<file path="config.mk">
export PLATFORM = sky130hd
export DESIGN_NAME = dcache_ctrl
export DESIGN_NICKNAME = d
export VERILOG_FILES = /design/src/rtl/dcache_ctrl_pkg.sv /design/src/rtl/dcache_sram.sv /design/src/rtl/dcache_ctrl.sv
export SDC_FILE = /design/constraint.sdc
export NUM_CORES = 2
export LEC_CHECK = 0
export ABC_CLOCK_PERIOD_IN_PS = 12600
export BUFFER_PORTS_ARGS = -buffer_cell sky130_fd_sc_hd__buf_4
export CAP_MARGIN = 20
export CORE_UTILIZATION = 31
export DETAILED_ROUTE_END_ITERATION = 10
export HOLD_SLACK_MARGIN = 0.12
export MAX_ROUTING_LAYER = met4
export PLACE_DENSITY_LB_ADDON = 0.08
export RECOVER_POWER = 100
export SLEW_MARGIN = 20
export SYNTH_ARGS = -nofsm -noshare
export SYNTH_HDL_FRONTEND = slang
export SYNTH_MEMORY_MAX_BITS = 65536
export SYNTH_SLANG_ARGS = --single-unit
</file>
<file path="constraint.sdc">
create_clock -name clk_i -period 12.6 [get_ports clk_i]
set_input_delay 2.52 -clock clk_i [delete_from_list [all_inputs] [get_ports clk_i]]
set_output_delay 2.52 -clock clk_i [all_outputs]
set_load 0.03 [all_outputs]
</file>
<file path="src/rtl/dcache_ctrl_pkg.sv">
`default_nettype none
// +----------------------------------------------------------------------------+
// | Module      : dcache_ctrl_pkg                                              |
// | Description : Shared types and field widths for the L1 data cache         |
// |               controller (state encoding, address field sizes).            |
// | Ports       : none (package)                                               |
// | Revision    : 1.0  initial release                                         |
// +----------------------------------------------------------------------------+
package dcache_ctrl_pkg;

   localparam int LINE_W     = 256;
   localparam int WORD_W     = 32;
   localparam int OFFSET_W   = 5;
   localparam int WORD_SEL_W = 3;
   localparam int INDEX_W    = 4;
   localparam int TAG_W      = 23;

   typedef enum logic [1:0] {
      IDLE      = 2'd0,
      WRITEBACK = 2'd1,
      ALLOCATE  = 2'd2,
      COMPLETE  = 2'd3
   } state_t;

endpackage
`default_nettype wire

</file>
<file path="src/rtl/dcache_sram.sv">
`default_nettype none
// +----------------------------------------------------------------------------+
// | Module      : dcache_sram                                                  |
// | Description : Tag/data/state storage for a direct-mapped cache. Reads are  |
// |               asynchronous; writes are synchronous (full-line refill or    |
// |               single-word update). Valid and dirty clear asynchronously.   |
// | Ports       : clk_i, rst_i          clock, async active-high reset         |
// |               rd_idx -> rd_valid/rd_dirty/rd_tag/rd_line  async read       |
// |               wr_idx, line_we, line_tag, line_data  refill (valid=1,d=0)   |
// |               word_we, word_sel, word_data          word write (dirty=1)   |
// |               dirty_clr                             clear dirty at wr_idx  |
// | Revision    : 1.0  initial release                                         |
// +----------------------------------------------------------------------------+
module dcache_sram #(
   parameter int SETS      = 16,
   parameter int IDX_BITS  = 4,
   parameter int TAG_BITS  = 23,
   parameter int LINE_BITS = 256,
   parameter int SEL_BITS  = 3
) (
   input  logic                 clk_i,
   input  logic                 rst_i,
   input  logic [IDX_BITS-1:0]  rd_idx,
   output logic                 rd_valid,
   output logic                 rd_dirty,
   output logic [TAG_BITS-1:0]  rd_tag,
   output logic [LINE_BITS-1:0] rd_line,
   input  logic [IDX_BITS-1:0]  wr_idx,
   input  logic                 line_we,
   input  logic [TAG_BITS-1:0]  line_tag,
   input  logic [LINE_BITS-1:0] line_data,
   input  logic                 word_we,
   input  logic [SEL_BITS-1:0]  word_sel,
   input  logic [31:0]          word_data,
   input  logic                 dirty_clr
);
   import dcache_ctrl_pkg::*;

   logic [SETS-1:0]      valid;
   logic [SETS-1:0]      dirty;
   logic [TAG_BITS-1:0]  tags [SETS];
   logic [LINE_BITS-1:0] data [SETS];

   assign rd_valid = valid[rd_idx];
   assign rd_dirty = dirty[rd_idx];
   assign rd_tag   = tags[rd_idx];
   assign rd_line  = data[rd_idx];

   always_ff @(posedge clk_i or posedge rst_i) begin
      if (rst_i) begin
         valid <= '0;
         dirty <= '0;
      end else begin
         if (line_we) begin
            valid[wr_idx] <= 1'b1;
            dirty[wr_idx] <= 1'b0;
         end else if (word_we) begin
            dirty[wr_idx] <= 1'b1;
         end else if (dirty_clr) begin
            dirty[wr_idx] <= 1'b0;
         end
      end
   end

   // Tag and data arrays carry no reset: validity alone qualifies them.
   always_ff @(posedge clk_i) begin
      if (line_we) begin
         tags[wr_idx] <= line_tag;
         data[wr_idx] <= line_data;
      end else if (word_we) begin
         data[wr_idx][32'(word_sel) * WORD_W +: WORD_W] <= word_data;
      end
   end

endmodule
`default_nettype wire

</file>
<file path="src/rtl/dcache_ctrl.sv">
`default_nettype none
// +----------------------------------------------------------------------------+
// | Module      : dcache_ctrl                                                  |
// | Description : Direct-mapped, write-back, write-allocate L1 data cache      |
// |               controller. Hits finish in the access cycle; misses stall    |
// |               the pipeline while the victim is written back (if dirty)    |
// |               and the line is refilled over a req/ack line interface.      |
// | Ports       : clk_i, rst_i                 clock, async active-high reset  |
// |               cpu_req_i/we_i/addr_i/wdata_i  MEM-stage access              |
// |               cpu_rdata_o, cpu_stall_o     load data, pipeline freeze      |
// |               mem_req_o/we_o/addr_o/wdata_o  line request to memory        |
// |               mem_rdata_i, mem_ack_i       refill line, completion pulse   |
// | Revision    : 1.0  initial release                                         |
// +----------------------------------------------------------------------------+
module dcache_ctrl #(
   parameter int NUM_SETS = 16,
   parameter int LINE_W   = 256,
   parameter int ADDR_W   = 32
) (
   input  logic              clk_i,
   input  logic              rst_i,
   input  logic              cpu_req_i,
   input  logic              cpu_we_i,
   input  logic [ADDR_W-1:0] cpu_addr_i,
   input  logic [31:0]       cpu_wdata_i,
   output logic [31:0]       cpu_rdata_o,
   output logic              cpu_stall_o,
   output logic              mem_req_o,
   output logic              mem_we_o,
   output logic [ADDR_W-1:0] mem_addr_o,
   output logic [LINE_W-1:0] mem_wdata_o,
   input  logic [LINE_W-1:0] mem_rdata_i,
   input  logic              mem_ack_i
);
   import dcache_ctrl_pkg::*;

   localparam int BYTE_BITS = $clog2(WORD_W / 8);
   localparam int OFF_BITS  = $clog2(LINE_W / 8);
   localparam int IDX_BITS  = $clog2(NUM_SETS);
   localparam int SEL_BITS  = $clog2(LINE_W / WORD_W);
   localparam int TAG_BITS  = ADDR_W - IDX_BITS - OFF_BITS;

   state_t              state;
   logic [TAG_BITS-1:0] lat_tag;
   logic [IDX_BITS-1:0] lat_idx;
   logic [SEL_BITS-1:0] lat_sel;
   logic                lat_we;
   logic [WORD_W-1:0]   lat_wdata;

   logic [TAG_BITS-1:0] req_tag;
   logic [IDX_BITS-1:0] req_idx;
   logic [SEL_BITS-1:0] req_sel;
   logic [IDX_BITS-1:0] idx;
   logic                rd_valid;
   logic                rd_dirty;
   logic [TAG_BITS-1:0] rd_tag;
   logic [LINE_W-1:0]   rd_line;
   logic                in_idle;
   logic                hit;
   logic                miss;
   logic                line_we;
   logic                word_we;
   logic                dirty_clr;
   logic [SEL_BITS-1:0] word_sel;
   logic [WORD_W-1:0]   word_data;
   logic                unused_byte_bits;

   assign req_tag          = cpu_addr_i[ADDR_W-1 -: TAG_BITS];
   assign req_idx          = cpu_addr_i[OFF_BITS +: IDX_BITS];
   assign req_sel          = cpu_addr_i[BYTE_BITS +: SEL_BITS];
   assign unused_byte_bits = ^cpu_addr_i[BYTE_BITS-1:0];

   // Outside IDLE the arrays are addressed by the latched miss, so the victim
   // line and tag stay stable for the whole write-back handshake.
   assign idx = (state == IDLE) ? req_idx : lat_idx;

   // Lookup is qualified by reset so outputs show reset values while rst_i is high.
   assign in_idle = (state == IDLE) & ~rst_i;
   assign hit     = in_idle & cpu_req_i & rd_valid & (rd_tag == req_tag);
   assign miss    = in_idle & cpu_req_i & ~hit;

   assign cpu_stall_o = miss | (state == WRITEBACK) | (state == ALLOCATE);

   always_comb begin
      cpu_rdata_o = '0;
      if (hit & ~cpu_we_i) begin
         cpu_rdata_o = rd_line[32'(req_sel) * WORD_W +: WORD_W];
      end else if ((state == COMPLETE) & ~lat_we) begin
         cpu_rdata_o = rd_line[32'(lat_sel) * WORD_W +: WORD_W];
      end
   end

   assign line_we     = (state == ALLOCATE) & mem_ack_i;
   assign dirty_clr   = (state == WRITEBACK) & mem_ack_i;
   assign word_we     = (hit & cpu_we_i) | ((state == COMPLETE) & lat_we);
   assign word_sel    = (state == COMPLETE) ? lat_sel : req_sel;
   assign word_data   = (state == COMPLETE) ? lat_wdata : cpu_wdata_i;
   assign mem_wdata_o = mem_we_o ? rd_line : '0;

   dcache_sram #(
      .SETS      (NUM_SETS),
      .IDX_BITS  (IDX_BITS),
      .TAG_BITS  (TAG_BITS),
      .LINE_BITS (LINE_W),
      .SEL_BITS  (SEL_BITS)
   ) u_sram (
      .clk_i     (clk_i),
      .rst_i     (rst_i),
      .rd_idx    (idx),
      .rd_valid  (rd_valid),
      .rd_dirty  (rd_dirty),
      .rd_tag    (rd_tag),
      .rd_line   (rd_line),
      .wr_idx    (idx),
      .line_we   (line_we),
      .line_tag  (lat_tag),
      .line_data (mem_rdata_i),
      .word_we   (word_we),
      .word_sel  (word_sel),
      .word_data (word_data),
      .dirty_clr (dirty_clr)
   );

   // Request outputs are registered so they hold steady from assertion
   // through the ack cycle; ack is only looked at in the two request states.
   always_ff @(posedge clk_i or posedge rst_i) begin
      if (rst_i) begin
         state      <= IDLE;
         lat_tag    <= '0;
         lat_idx    <= '0;
         lat_sel    <= '0;
         lat_we     <= 1'b0;
         lat_wdata  <= '0;
         mem_req_o  <= 1'b0;
         mem_we_o   <= 1'b0;
         mem_addr_o <= '0;
      end else begin
         case (state)
            IDLE: begin
               if (miss) begin
                  lat_tag   <= req_tag;
                  lat_idx   <= req_idx;
                  lat_sel   <= req_sel;
                  lat_we    <= cpu_we_i;
                  lat_wdata <= cpu_wdata_i;
                  mem_req_o <= 1'b1;
                  if (rd_valid & rd_dirty) begin
                     state      <= WRITEBACK;
                     mem_we_o   <= 1'b1;
                     mem_addr_o <= {rd_tag, req_idx, {OFF_BITS{1'b0}}};
                  end else begin
                     state      <= ALLOCATE;
                     mem_we_o   <= 1'b0;
                     mem_addr_o <= {req_tag, req_idx, {OFF_BITS{1'b0}}};
                  end
               end
            end
            WRITEBACK: begin
               if (mem_ack_i) begin
                  state      <= ALLOCATE;
                  mem_we_o   <= 1'b0;
                  mem_addr_o <= {lat_tag, lat_idx, {OFF_BITS{1'b0}}};
               end
            end
            ALLOCATE: begin
               if (mem_ack_i) begin
                  state      <= COMPLETE;
                  mem_req_o  <= 1'b0;
                  mem_addr_o <= '0;
               end
            end
            COMPLETE: begin
               state <= IDLE;
            end
            default: begin
               state <= IDLE;
            end
         endcase
      end
   end

endmodule
`default_nettype wire

</file>
; Word level (Yosys, flattened, before mapping)
; Memories as Yosys holds them, arrays and structs flattened.
; Index checks and enable logic that the tools add are counted.
[classes]
reduce_logical = 11
bitwise_logic = 279
shifts = 4
n_mux = 292
magnitude_cmp = 2
add_sub_neg = 1
n_eq_ne = 7
[op_table]
columns = operator, count
row1 = $mux W256, 2
row2 = $shiftx A256 B9 Y32, 2
row3 = $mux W1, 267
row4 = $or A1 B1 Y1, 259
row5 = $shift A32 B34 Y256 const A, 1
row6 = $shiftx A32 B34 Y256, 1
row7 = $mux W32, 7
row8 = $pmux W32 S3, 1
row9 = $mux W16, 3
row10 = $neg A8 Y34, 1
row11 = $or A16 B16 Y16, 2
row12 = $eq A23 B23 Y1, 1
row13 = $and A16 B16 Y16, 1
row14 = $not A16 Y16, 1
row15 = $and A1 B1 Y1, 12
row16 = $reduce_and A3 Y1, 3
row17 = $bmux W1 S4, 2
row18 = $mux W2, 4
row19 = $pmux W2 S4, 1
row20 = $ne A2 B2 Y1 const B, 3
row21 = $reduce_bool A3 Y1, 2
row22 = $lt A4 B5 Y1 const B, 1
row23 = $demux W1 S4, 1
row24 = $eq A2 B2 Y1 const B, 2
row25 = other kinds (11), 16
[word_totals]
ff_bits = 131
mem_bits_rw = 4464
n_memories = 2
word_cells = 609
output_inout_bits = 323
inputBits = 325
[memory_table]
columns = memory, words, word_bits, rd, rd_clocked_by_memory_dff, write_ports, line
row1 = u_sram.data, 16, 256, 1, 0, 1, dcache_sram.sv:42  ; logic [LINE_BITS-1:0] data [SETS];
row2 = u_sram.tags, 16, 23, 1, 0, 1, dcache_sram.sv:41  ; logic [TAG_BITS-1:0] tags [SETS];

; Longest topological paths before layout
[logic_depth]
depth_word = 12
ltp_mapped = 19
ltp_nobuf = 12

; By module
; Synthesis repeated with hierarchy kept, for this count alone.
[hier_totals]
hier_cells = 9310
hier_area_um2 = 183501.0
[by_module_without_submodules]
columns = module, cells_each, seq_area_each_um2, area_each_um2, instances
row1 = dcache_sram, 8278, 134849.3, 172653.1, 1
row2 = dcache_ctrl, 1032, 2352.3, 10847.9, 1

; Worst setup path before layout
; Ideal clock, no wire load.
[synth_path]
path_type = input to output
startpoint = in rst_i
endpoint = out cpu_rdata_o[23]
setup_slack_ps = 2805
path_stages = 8
required_ps = 10080
arrival_time_ps = 7275
path_buffers = 1
cell_sequence = inv_1 nand3_1 and4b_1 nand4_1 nor2_1 nand3_1 clkbuf_1 o21ai_0
[synth_between]
elab_chain_cells = 7
[synth_rtl]
columns = element, line
row1 = from (decl), dcache_ctrl.sv:21  ; input logic rst_i,
row2 = $not A1 Y1, dcache_ctrl.sv:78  ; assign in_idle = (state == IDLE) & ~rst_i;
row3 = $and A1 B1 Y1, dcache_ctrl.sv:78
row4 = $and A1 B1 Y1 (3 in a row), dcache_ctrl.sv:79  ; assign hit = in_idle & cpu_req_i & rd_valid & (rd_tag == req_tag);
row5 = $and A1 B1 Y1, dcache_ctrl.sv:86  ; if (hit & ~cpu_we_i) begin
row6 = $mux W32, dcache_ctrl.sv:86
row7 = to (decl), dcache_ctrl.sv:26  ; output logic [31:0] cpu_rdata_o,
; Every way passes these cells.

; Worst setup path in the final report
[layout_path]
startpoint = in cpu_addr_i[7]
endpoint = out cpu_rdata_o[9]
[layout_between]
elab_chain_cells = 7
word_cells_on_any_way = 13
classes_between = eq/ne: 1 / shift: 2 / mux: 5 / bitwise: 3 / memory: 2
[layout_rtl]
columns = element, line
row1 = from (decl), dcache_ctrl.sv:24  ; input logic [ADDR_W-1:0] cpu_addr_i,
row2 = $mux W4 *, dcache_ctrl.sv:75  ; assign idx = (state == IDLE) ? req_idx : lat_idx;
row3 = branches (longest 5 deep; another with $mem_v2 Z16 W256), -
row4 = $mux W32 *, dcache_ctrl.sv:86
; Mark *: on every way between the ends. The select of a mux whose other input is x is not followed.

==> metrics.md <==
| Metric | Value |
|---|---|
| Status | finished, violations left |
| Failing checks | capacitance limit, slew limit |
| Worst EP required | 10.08 ns |
| Worst Hold Class | flip-flop to flip-flop |
| Routed wire per std cell | 39.6 um |
| Layout Skew | 0.0691 ns |
| Resized cells post-CTS | 0 |
| Die H | 774 um |
| VDD IR max | 0.266 mV |
| Post-route cell area | 218,000 sq um |
| Num CTS Buffers | 532 |
| GRT Total Usage | 0.245 |
| CTS sink cnt | 4,590 |
| Register-to-register setup slack | 0.83 ns |
| Initial drt markers | between 10,000 and 15,000 |
| PwrDens | 260 nW/um^2 |
| Slew Viols, Final | a little over 4,000 |
| DR vias | 101,440 |
| Vias in the first global route | 102,338 |
| Post-CTS Setup Bufs | 0 |
| Lkg Pwr | approximately 70 nW |
| Final cell count without fillers | ~18,000 |
| DR pass1 iterations | 8 |
| Drt total wl | around 730,000 um |
| Setup CP Type | primary input to primary output |
| Initial Utilization | 0.311 |
| Final core utilization | 0.366 |
| Dpl cells | 17,378 |
| PortBufs | 640 |
| Initial antenna violation count | 155 |
| Worst-skew pair later-pin latency | 1.09 ns |
| Fin. Hold Viols | 0 |
| Hold slack | 0.460 ns |
| Clock Tree Root | clkbuf_16 |
| # Max-Cap Violations | 175 |
| Total die area | between 500,000 and 600,000 sq um |
| CTS clk-pin slew, worst paths | approximately 0.05 ns |
| # rows | 283 |
| Final setup TNS | 0 ns |
| Ys async rst share | 0.0275 |
| Synthesis Warnings | 0 |
| Layout cells sized above 1 | 0.275 |
| EDFF count, synth | 4,464 |
| GPL Wtd Cong | ~0.84 |
| Die W | 774 um |
| CTS tree | yes |
| I/O pins | 648 |
| RSZ-0062 raised after global routing | false |
| Global-route wire length before repair | 961,000 um |
| Largest net degree at the start of global routing | 119 |
| Netlist cell types | 67 |
| # DRC | 0 |
| Layout area overhead | 17.7% |
| Post-Syn Area | 185,000 sq um |
| Worst Setup Start Kind | primary input |
| # setup viols final | 0 |
| Synthesis-stage register bit count | ~4,600 |
| Synthesized instance count | a little over 9,000 |
| Post-synth top flop | edfxtp_1 |
| CTS Hold Bufs | 0 |
| Total gr overflow | 0 |
| Final antenna-violating net count | 0 |
| Most common cell after layout, fill and taps aside | edfxtp_1 |
| Final period util | 0.950 |
| Syn Area/Cell | a little over 20 sq um |
| Crit. End Element | primary output |
| Most frequent cells in the layout | edfxtp_1 (4,464), mux4_2 (1,184), buf_4 (711) |
| Placement Cell Area | 203,000 sq um |
| Final nets | 10,411 |
| Min cycle time layout | 11.97 ns |
| Clk buf depth | 4 |
| HPWL after DPL | about 450,000 um |
| Core region area | 594,000 sq um |
| Worst path arrival time | 9.45 ns |
| Slew @ Worst Pin | 4.65 ns |
| Slew headroom | -2.13 |
| H-tree depth | 6 |
| DR vias/cell | 5.49 |
| Crit Path Max Fanout | 33 |
| Sequential area share after synthesis | 0.742 |
| Max Clk Rate | approximately 0.084 GHz |
final cells by class:
| type | count | area [sq um] |
|---|---|---|
| multi-input combinational | 3888 | 46400 |
| tap | 7837 | 9810 |
| antenna | 172 | 430 |
| inverter | 49 | 185 |
| fill | 54958 | 376000 |
| timing repair buffer | 1016 | 7210 |
| sequential | 4590 | 137000 |
| clock buffer | 680 | 14100 |
| clock inverter | 259 | 2310 |
sequential cells by signal (all words and copies together), names as in the netlist, 2 cells and up, named ones only:
signal	count
lat_sel	3
mem_addr_o	27
lat_wdata	32
lat_idx	4
u_sram.tags	368
u_sram.data	4096
lat_tag	23
state	2
u_sram.valid	16
synth_stat cells (18+ instances only):
cell,count,share of area
o21bai_1,199,0.0081
or2_2,21,0.00071
o21ai_0,63,0.0017
edfxtp_1,4464,0.72
nor2_1,218,0.0044
buf_4,18,0.00073
and2_1,257,0.0087
xnor2_1,22,0.0010
nand2_1,508,0.010
clkbuf_1,433,0.0088
nand4b_1,59,0.0028
buf_2,53,0.0014
inv_1,49,0.00099
dfrtp_1,126,0.017
nand3_1,46,0.0012
a41oi_1,59,0.0028
o31a_1,59,0.0028
buf_1,115,0.0023
a22oi_1,515,0.021
mux2i_1,158,0.0085
a21oi_1,131,0.0035
mux2_2,106,0.0065
mux4_2,1184,0.14
mux2_1,141,0.0086
final timing paths:
path                                               from                       endpoint  cells past startpoint
max                                       cpu_addr_i[7]                 cpu_rdata_o[9]                     13
min                        u_sram.valid[10]$_DFFE_PP0P_   u_sram.valid[10]$_DFFE_PP0P_                      1
max reg2reg                        state[0]$_DFFE_PP0P_  u_sram.data[6][220]$_DFFE_PP_                     16
min reg2reg                u_sram.valid[10]$_DFFE_PP0P_   u_sram.valid[10]$_DFFE_PP0P_                      1
max in group asynchronous                         rst_i         lat_sel[1]$_DFFE_PP0P_                      4
min in group asynchronous                         rst_i      mem_addr_o[7]$_DFFE_PP0P_                      2
through the flow:
| stage | worst slack, ns | total power, mW |
|---|---|---|
| 2_1_floorplan | 2.81 | 30.3 |
| 3_3_place_gp | 0.933 | 42.3 |
| 3_5_place_dp | 1.24 | 42.5 |
| 4_1_cts | 1.24 | 57.3 |
| 5_1_grt | 0.629 | 58.1 |
| 6_report | 0.631 | 56.6 |
routing by layer:
layer,up-vias,wire (um),global-route usage
met3,935,47400,0.0349
met4,0,35400,0.105
met2,4285,350000,0.386
met5,-,0,-
met1,56064,299000,0.319
li1,40156,-,-
critical path: stages:
cell and delay [ns]:
clkbuf_1 0.12, nor2b_1 0.39, a21o_1 1.66, clkbuf_1 1.23, clkbuf_2 1.32, a22oi_1 0.27, nand2_1 0.53, mux4_2 0.35
mux2i_1 0.07, nor2_1 0.14, nand2_1 0.06, o21ai_0 0.24, clkbuf_1 0.38
logic make-up (layout without fill, tap and decap cells):
group           after synthesis  after routing  synth area share
mux                        1590           1590             0.168
xor+xnor                     23             23           0.00109
simple gates               1162           1162            0.0303
compound gates             1099           1099            0.0433
fa+ha+maj                     9              9          0.000609
other cells                   1            177         0.0000203
buf+inv                     682           2004            0.0152
flops                      4590           4590             0.742
report_power, final:
part / total, mW / switching, mW / internal, mW
clock: 14.8 / 6.37 / 8.42
combinational: 23.5 / 16.2 / 7.27
sequential: 18.3 / 0.485 / 17.8
total: 56.6 / 23.0 / 33.5
(Power assumes the default switching activity.)
